$ cat src/rtl/mem_port_arb_pkg.sv
// Shared definitions for the memory data-port arbiter.
// Holds the response owner encoding, the LED register address and width defaults.
package mem_port_arb_pkg;

    localparam int ADDR_W_DEF = 30;
    localparam int DATA_W_DEF = 32;

    // Word address of the LED register (byte address 0x10003FF0).
    localparam logic [29:0] LED_ADDR = 30'h04000FFC;

    localparam logic OWN_CORE = 1'b0;
    localparam logic OWN_DBG  = 1'b1;

endpackage

$ cat src/rtl/mem_port_arb_rr_arb2.sv
// Two-way round-robin grant with a debug lock and a last-owner register.
// Ports: clk, rst_b, req_c/req_d (requests), lock, gnt_c/gnt_d (same-cycle grants).
module rr_arb2 (
    input  logic clk,
    input  logic rst_b,
    input  logic req_c,
    input  logic req_d,
    input  logic lock,
    output logic gnt_c,
    output logic gnt_d
);

    logic last_d;
    // No grant since reset: the core wins the first contention.
    logic seen;
    logic lock_win;
    logic d_turn;

    always_comb begin
        lock_win = last_d & lock & req_d;
        d_turn   = seen & ~last_d;
        gnt_d    = lock_win | (req_d & (~req_c | d_turn));
        gnt_c    = req_c & ~gnt_d;
    end

    always_ff @(posedge clk or negedge rst_b) begin
        if (!rst_b) begin
            last_d <= 1'b0;
            seen   <= 1'b0;
        end else if (gnt_c | gnt_d) begin
            last_d <= gnt_d;
            seen   <= 1'b1;
        end
    end

endmodule

$ cat src/rtl/mem_port_arb.sv
// Arbitrates core and debug/loader requests onto the single memory data port.
// Ports: c_* core side, d_* debug side, m_* memory side, halted, optional leds
// (present only when MEM_ARB_LED_EN is defined).
module mem_port_arb
    import mem_port_arb_pkg::*;
#(
    parameter int ADDR_W = ADDR_W_DEF,
    parameter int DATA_W = DATA_W_DEF,
    parameter logic [ADDR_W-1:0] LED_WADDR = ADDR_W'(LED_ADDR)
) (
    input  logic                clk,
    input  logic                rst_b,
    input  logic                c_req,
    input  logic [ADDR_W-1:0]   c_addr,
    input  logic [DATA_W-1:0]   c_wdata,
    input  logic [DATA_W/8-1:0] c_we,
    output logic                c_stall,
    output logic [DATA_W-1:0]   c_rdata,
    output logic                c_excpt,
    input  logic                d_req,
    input  logic [ADDR_W-1:0]   d_addr,
    input  logic [DATA_W-1:0]   d_wdata,
    input  logic [DATA_W/8-1:0] d_we,
    output logic                d_gnt,
    output logic                d_rvalid,
    output logic [DATA_W-1:0]   d_rdata,
    output logic                d_excpt,
    input  logic                d_lock,
    output logic [ADDR_W-1:0]   m_addr,
    output logic [DATA_W-1:0]   m_wdata,
    output logic [DATA_W/8-1:0] m_we,
    input  logic [DATA_W-1:0]   m_rdata,
    input  logic                m_excpt,
    input  logic                halted
`ifdef MEM_ARB_LED_EN
    ,
    output logic [7:0]          leds
`endif
);

    logic              c_act;
    logic              d_act;
    logic              gnt_c;
    logic              gnt_d;
    logic              any_gnt;
    logic [ADDR_W-1:0] addr_q;
    logic              resp_valid;
    logic              resp_owner;
    logic              to_core;
    logic              to_dbg;

    // Requests are masked while reset is asserted so every output sits at
    // its reset value for the whole reset interval.
    assign c_act = c_req & ~halted & rst_b;
    assign d_act = d_req & rst_b;

    rr_arb2 u_arb (
        .clk   (clk),
        .rst_b (rst_b),
        .req_c (c_act),
        .req_d (d_act),
        .lock  (d_lock),
        .gnt_c (gnt_c),
        .gnt_d (gnt_d)
    );

    assign any_gnt = gnt_c | gnt_d;
    assign c_stall = c_act & ~gnt_c;
    assign d_gnt   = gnt_d;

    always_comb begin
        m_addr  = addr_q;
        m_wdata = '0;
        m_we    = '0;
        unique case (1'b1)
            gnt_d: begin
                m_addr  = d_addr;
                m_wdata = d_wdata;
                m_we    = d_we;
            end
            gnt_c: begin
                m_addr  = c_addr;
                m_wdata = c_wdata;
                m_we    = c_we;
            end
            default: ;
        endcase
    end

    always_ff @(posedge clk or negedge rst_b) begin
        if (!rst_b) begin
            addr_q     <= '0;
            resp_valid <= 1'b0;
            resp_owner <= OWN_CORE;
        end else begin
            resp_valid <= any_gnt;
            resp_owner <= gnt_d ? OWN_DBG : OWN_CORE;
            if (any_gnt) begin
                addr_q <= m_addr;
            end
        end
    end

    assign to_core  = resp_valid & (resp_owner == OWN_CORE);
    assign to_dbg   = resp_valid & (resp_owner == OWN_DBG);
    assign c_rdata  = to_core ? m_rdata : '0;
    assign c_excpt  = to_core & m_excpt;
    assign d_rvalid = to_dbg;
    assign d_rdata  = to_dbg ? m_rdata : '0;
    assign d_excpt  = to_dbg & m_excpt;

`ifdef MEM_ARB_LED_EN
    // The winning write is still forwarded to memory; leds only shadows it.
    always_ff @(posedge clk or negedge rst_b) begin
        if (!rst_b) begin
            leds <= 8'h00;
        end else if (any_gnt && m_addr == LED_WADDR && m_we[0]) begin
            leds <= m_wdata[7:0];
        end
    end
`endif

endmodule

$ cat config.mk
export PLATFORM = sky130hd
export DESIGN_NAME = mem_port_arb
export DESIGN_NICKNAME = d
export VERILOG_FILES = /design/src/rtl/mem_port_arb_pkg.sv /design/src/rtl/mem_port_arb_rr_arb2.sv /design/src/rtl/mem_port_arb.sv
export SDC_FILE = /design/constraint.sdc
export NUM_CORES = 1
export LEC_CHECK = 0
export BUFFER_PORTS_ARGS = -buffer_cell sky130_fd_sc_hd__buf_2
export CORE_AREA = 8 8 112 114
export CTS_CLUSTER_SIZE = 8
export DETAILED_ROUTE_END_ITERATION = 10
export DIE_AREA = 0 0 120 122
export PLACE_DENSITY = 0.7
export SLEW_MARGIN = 20
export SYNTH_ARGS = -nofsm -noshare
export SYNTH_HDL_FRONTEND = slang
export SYNTH_SLANG_ARGS = --single-unit
$ cat constraint.sdc
create_clock -name clk -period 2 [get_ports clk]
set_input_delay 0.1 -clock clk [delete_from_list [all_inputs] [get_ports clk]]
set_output_delay 0.1 -clock clk [all_outputs]
set_load 0.02 [all_outputs]
==> flow_summary.ini, run 1 <==
[drt]
drc = 0
first_pass_iters = 4
vias_per_cell = 5.181
drtIter0Drc = 199
vias = 3725
wl_per_cell_um = 20.53
wl_um = 14760
ant_nets = 0

[setup_path]
worstSetupEndpointType = primary output
r2r_cells = 6
r2r_slack_ns = 0.29
reg2reg_from = u_arb.last_d
cp-start-kind = flip-flop
crit_buf_inv = 3
path_cells = mux2_4, o21ai_4, buf_12, clkbuf_16, o221a_2, buf_6
critical-path-max-stage-delay_ns = 0.42
crit_family = buffers and inverters
r2r-end = addr_q[25]
path_max_fanout = 8
worstPathRequired_ns = 1.90
cp_slowest_cell = dfrtp_1
crit_arrival_ns = 1.94
cp.depth = 6
cp-startpoint = u_arb.last_d
path_class = reg2out

[synthesis]
synthCells = 277
synth_edf_count = 0
yosysSeqAreaShare_pct = 31.26
synthDistinctLibCells = 20
ys_async_sr_fraction_pct = 100.0
ys.flop_type = dfrtp_1
synth_area_um2 = 2721
yosys.area.top_type = dfrtp_1
syn_nets = 448
yosys-top-cells-count = o221a_2 (60), a22o_1 (36), and2_1 (35)
yosys_warnings = 0
synth.top_cell.area_share_pct = 31.26
synth_most_common_cell = o221a_2
netlist_top_cells_area = dfrtp_1 (31%), o221a_2 (25%), a22o_1 (12%)
synth-seq-cells = 34
synth_area_per_cell_um2 = 9.824

[sta]
tns_ns = -0.4058
finalSetupViolations = 26
min_period_ns = 2.037
whs_ns = 0.09535
max_freq_mhz = 491.0
drv_slew = 0
rsz0062_at_grt = true
worst_pin_slew_ns = 0.3617
slew-limit-headroom_pct = 75.20
setup_slack_ns = -0.03659
period_share_pct = 101.8
hold_viol = 0
finClkSkew_ns = 0.006481

[placement]
hpwl_um = 11610
pre_cts_ws_ns = 0.2010
placedCellCount = 701
place_congestion = 1.090
portBuffers = 305

[floorplanning]
coreArea_um2 = 10700
core.rowCount = 38
start_util_pct = 25.44
die_h_um = 122
pin_count = 306
design.die.area_um2 = 14640
die_x_um = 120

[clocking]
clkLatencyLatePin_ns = 0.29
cts_sinks = 34
cts-root-buf = clkbuf_8
clk_pin_slew_ns = 0.07
htreeDepth = 2
cts_tree = built
cts_buffer_depth = 2
numCtsBuffers = 5

[global_routing]
grt_first_pass_wirelength_um = 20220
antenna_found_initial = 2
track_usage_pct = 16.79
grt_pass1_vias = 3713
grt-ovfl-total = 0
grt_max_degree = 39

[hold_path]
hp-class = in2reg
hold-path-endpoint = addr_q[12]
min_from = d_addr[12]
whs_path_depth = 2

[final_layout]
num_antenna_cells = 0
layoutNonFillerInstCount = 719
syn2layout_area_growth_pct = 84.92
drive_gt1_share_pct = 69.08
fin_nets = 749

[status]
status = complete, but fails checks
failed_checks = setup timing

[pwr]
leakagePower_nw = 2.736
power.density_nw_per_um2 = 550.6
vdd_drop_max_mv = 0.3576

[job]
max-cap-violations = 0
[routing by layer]
layer	vias up	global-route usage, %	routed length (µm)
met2	211	29.76	7603
met4	2	3.123	172
li1	1732	-	-
met1	1762	19.54	5620
met3	18	5.460	1350
met5	-	0	13
[power by group]
part / internal (W) / switching, W / total [W]
combinational: 0.000718 / 0.000711 / 0.00143
clock: 0.000277 / 0.000257 / 0.000534
sequential: 0.000782 / 0.0000252 / 0.000808
[metrics by stage]
stage	power, W	cell area [µm²]	util [%]
finish	0.002771	5032	47.04
global route	0.002927	5032	47.04
CTS	0.002577	4524	42.29
detailed placement	0.002019	4405	41.18
global placement	0.001998	4405	41.18
floorplan	0.001534	2721	-
[area by class of cell]
cell class | count | area (µm²)
fill | 1005 | 5665
clock inverter | 2 | 12.51
sequential | 34 | 850.8
clock buffer | 6 | 82.58
multi-input combinational | 208 | 1841
timing repair buffer | 328 | 2051
inverter | 1 | 20.02
tap | 140 | 175.2
[worst max path at each step]
| stage | endpoint |
|---|---|
| finish | m_addr[3] |
| global route | m_addr[20] |
| CTS | m_addr[27] |
| detailed placement | m_addr[23] |
| global placement | m_addr[18] |
| floorplan | m_wdata[25] |
[cell families after synthesis]
family	count (synthesis)	synth area share, %
buf+inv	35	5.701
simple gates	107	24.32
flops	34	31.26
compound gates	99	37.79
mux	2	0.9194
[sequential cells by signal, indices dropped and copies added (netlist names)]
name	flops
addr_q	30
resp_owner	1
resp_valid	1
u_arb.last_d	1
u_arb.seen	1
[cell usage in the layout (no fill, tap or decap), types with 4 or more instances in the layout]
| master | Yosys | final |
|---|---|---|
| a22o_1 | 36 | 36 |
| and2_1 | 35 | 35 |
| and3_1 | 33 | 33 |
| buf_12 | 0 | 4 |
| buf_2 | 19 | 248 |
| buf_4 | 0 | 48 |
| buf_6 | 0 | 23 |
| clkbuf_16 | 0 | 4 |
| clkbuf_8 | 0 | 6 |
| dfrtp_1 | 34 | 34 |
| o221a_2 | 60 | 47 |
| o221a_4 | 0 | 13 |
| or3_1 | 31 | 31 |
[what timing repair did]
item,4_1_cts,5_1_grt
setup endpoints to repair,61,66
hold buffers,1,0
endpoints found under the hold margin,34,0
resized for setup,2,101
cloned,0,4
pin swaps,1,12
setup buffers,1,4
(Power assumes the default switching activity.)
==> run 2, diff against run 1 <==
- CORE_AREA: 8 8 112 114 -> 8 8 113 115
- DIE_AREA: 0 0 120 122 -> 0 0 121 123
- PLACE_DENSITY: 0.7 -> 0.67
- SYNTH_HIERARCHICAL: unset -> 1
- clock period: 2 -> 2.47 ns (I/O delays scaled with it)
==> flow_summary.ini, run 2 <==
[clocking]
cts_resized = 0
cts_buffer_depth = 2
clk_pin_slew_ns = 0.06
htreeDepth = 2
clkLatencyLatePin_ns = 0.27
numCtsBuffers = 5
post-cts-setup-buffers = 0
cts_sinks = 34
cts_tree = built
cts-root-buf = clkbuf_16

[hold_path]
hp-class = in2reg

[synthesis]
synth_area_um2 = 2537
synth.top_cell.area_share_pct = 33.53
synthDistinctLibCells = 20
netlist_top_cells_area = dfrtp_1 (34%), a22o_1 (23%), a21o_1 (18%)
yosysSeqAreaShare_pct = 33.53
synth_area_per_cell_um2 = 9.261
yosys-top-cells-count = a22o_1 (66), a21o_1 (60), and2_1 (35)
yosys_warnings = 6
ys.flop_type = dfrtp_1
ys_async_sr_fraction_pct = 100.0
synth-seq-cells = 34
synth_edf_count = 0
syn_nets = 445
synthCells = 274
synth_most_common_cell = a22o_1
yosys.area.top_type = dfrtp_1

[final_layout]
fillerInstances = 1114
drive_gt1_share_pct = 57.09
regMostFlops = addr_q
final_common_cell = buf_2
num_antenna_cells = 0
final_util_pct = 39.35
final_cell_mix = buf_2 (305), a22o_1 (66), a21o_1 (60), and2_1 (35), dfrtp_1 (34)
fin_nets = 735
largest_reg_flops = 30
stdcell_area_um2 = 4359
syn2layout_area_growth_pct = 71.79

[sta]
hold_viol = 0
period_share_pct = 93.52
finalSetupViolations = 0
slew-limit-headroom_pct = 50.64
min_period_ns = 2.310
tns_ns = 0
worst_pin_slew_ns = 0.7404
drv_slew = 0
max_freq_mhz = 432.9
rsz0062_at_grt = false
finClkSkew_ns = 0.006141

[setup_path]
path_class = reg2out
cp-start-kind = flip-flop
crit_arrival_ns = 2.19
path_max_fanout = 68
worstSetupEndpointType = primary output
worstPathRequired_ns = 2.35

[floorplanning]
die_h_um = 123
design.die.area_um2 = 14880
core.rowCount = 39
coreArea_um2 = 11080
pin_count = 306
die_x_um = 121
start_util_pct = 22.91

[pwr]
leakagePower_nw = 2.967
vdd_drop_max_mv = 0.2700
power.density_nw_per_um2 = 523.0

[drt]
ant_nets = 0
vias = 3299
wl_per_cell_um = 16.91
drc = 0
drtIter0Drc = 85
wl_um = 11960
vias_per_cell = 4.666
first_pass_iters = 4

[placement]
portBuffers = 305
placed_area_um2 = 4180
hpwl_um = 9991
place_congestion = 0.8360

[global_routing]
grt_util_met2_pct = 25.04
grt-ovfl-total = 0
grt_max_degree = 69
grt_pass1_vias = 3516
grt_util_met1_pct = 16.21
grtUsageMet3_pct = 4.840
antenna_found_initial = 0
grt_first_pass_wirelength_um = 17240
track_usage_pct = 14.09
grt-busiest-layer = met2

[status]
status = completed

[job]
max-cap-violations = 0
run 2: power breakdown:
| part | internal (W) | switching [W] |
|---|---|---|
| Combinational | 0.000383 | 0.000490 |
| Sequential | 0.000641 | 0.0000461 |
| Clock | 0.000497 | 0.000222 |
run 2: routing by layer:
metal | vias to the layer above | routed length (µm)
met2 | 177 | 5920
met3 | 4 | 1259
met4 | 0 | 63
li1 | 1606 | -
met5 | - | 0
met1 | 1512 | 4711
run 2: worst max-delay path, stage by stage, from the launching register on:
cell and delay (ns):
dfrtp_1 0.40, mux2i_1 0.18, a21oi_4 0.21, buf_4 0.57, a22o_1 0.26, a21o_1 0.10
buf_2 0.16
run 2: logic make-up (layout without fill, tap and decap cells):
family | Yosys count | in the layout | synth area share [%]
AO/OA/AOI/OAI | 131 | 131 | 41.62
flip-flops | 34 | 34 | 33.53
multiplexers | 1 | 1 | 0.3945
buffers and inverters | 33 | 323 | 6.164
AND/OR/NAND/NOR | 75 | 75 | 18.29
run 2: through the flow:
step | hold slack, ns | total power [W] | worst slack (ns) | cells
floorplan | -0.1721 | 0.001209 | 0.4920 | 274
global placement | -0.07613 | 0.001559 | 0.5369 | 699
detailed placement | -0.07144 | 0.001580 | 0.4497 | 699
CTS | 0.1590 | 0.002322 | 0.1497 | 707
global route | 0.1762 | 0.002415 | 0.04550 | 707
finish | 0.1648 | 0.002280 | 0.1601 | 707
run 2: worst paths after layout:
check	from	end	slack, ns	cells past startpoint
min in group asynchronous	rst_b	u_arb/last_d	0.22	2
worst min-delay path	d_addr[18]	addr_q[18]	0.16	3
worst max register to register	u_arb/last_d	addr_q[12]	0.64	5
worst max-delay path	u_arb/last_d	m_addr[7]	0.16	6
max in group asynchronous	rst_b	addr_q[5]	1.62	3
worst min register to register	addr_q[9]	addr_q[9]	0.48	1
run 2: final cells by class:
type	count	area (µm²)	share of cell area, %
Clock buffer	6	138.9	3.186
Inverter	3	11.26	0.2583
Timing Repair Buffer	313	1602	36.74
Clock inverter	1	30.03	0.6889
Sequential cell	34	850.8	19.52
Multi-Input combinational cell	207	1548	35.51
Tap cell	143	178.9	4.104
run 2: repair_timing:
action | in CTS | in global routing
hold endpoints to repair | 34 | 0
setup endpoints to repair | 0 | 0
hold buffers | 1 | 0
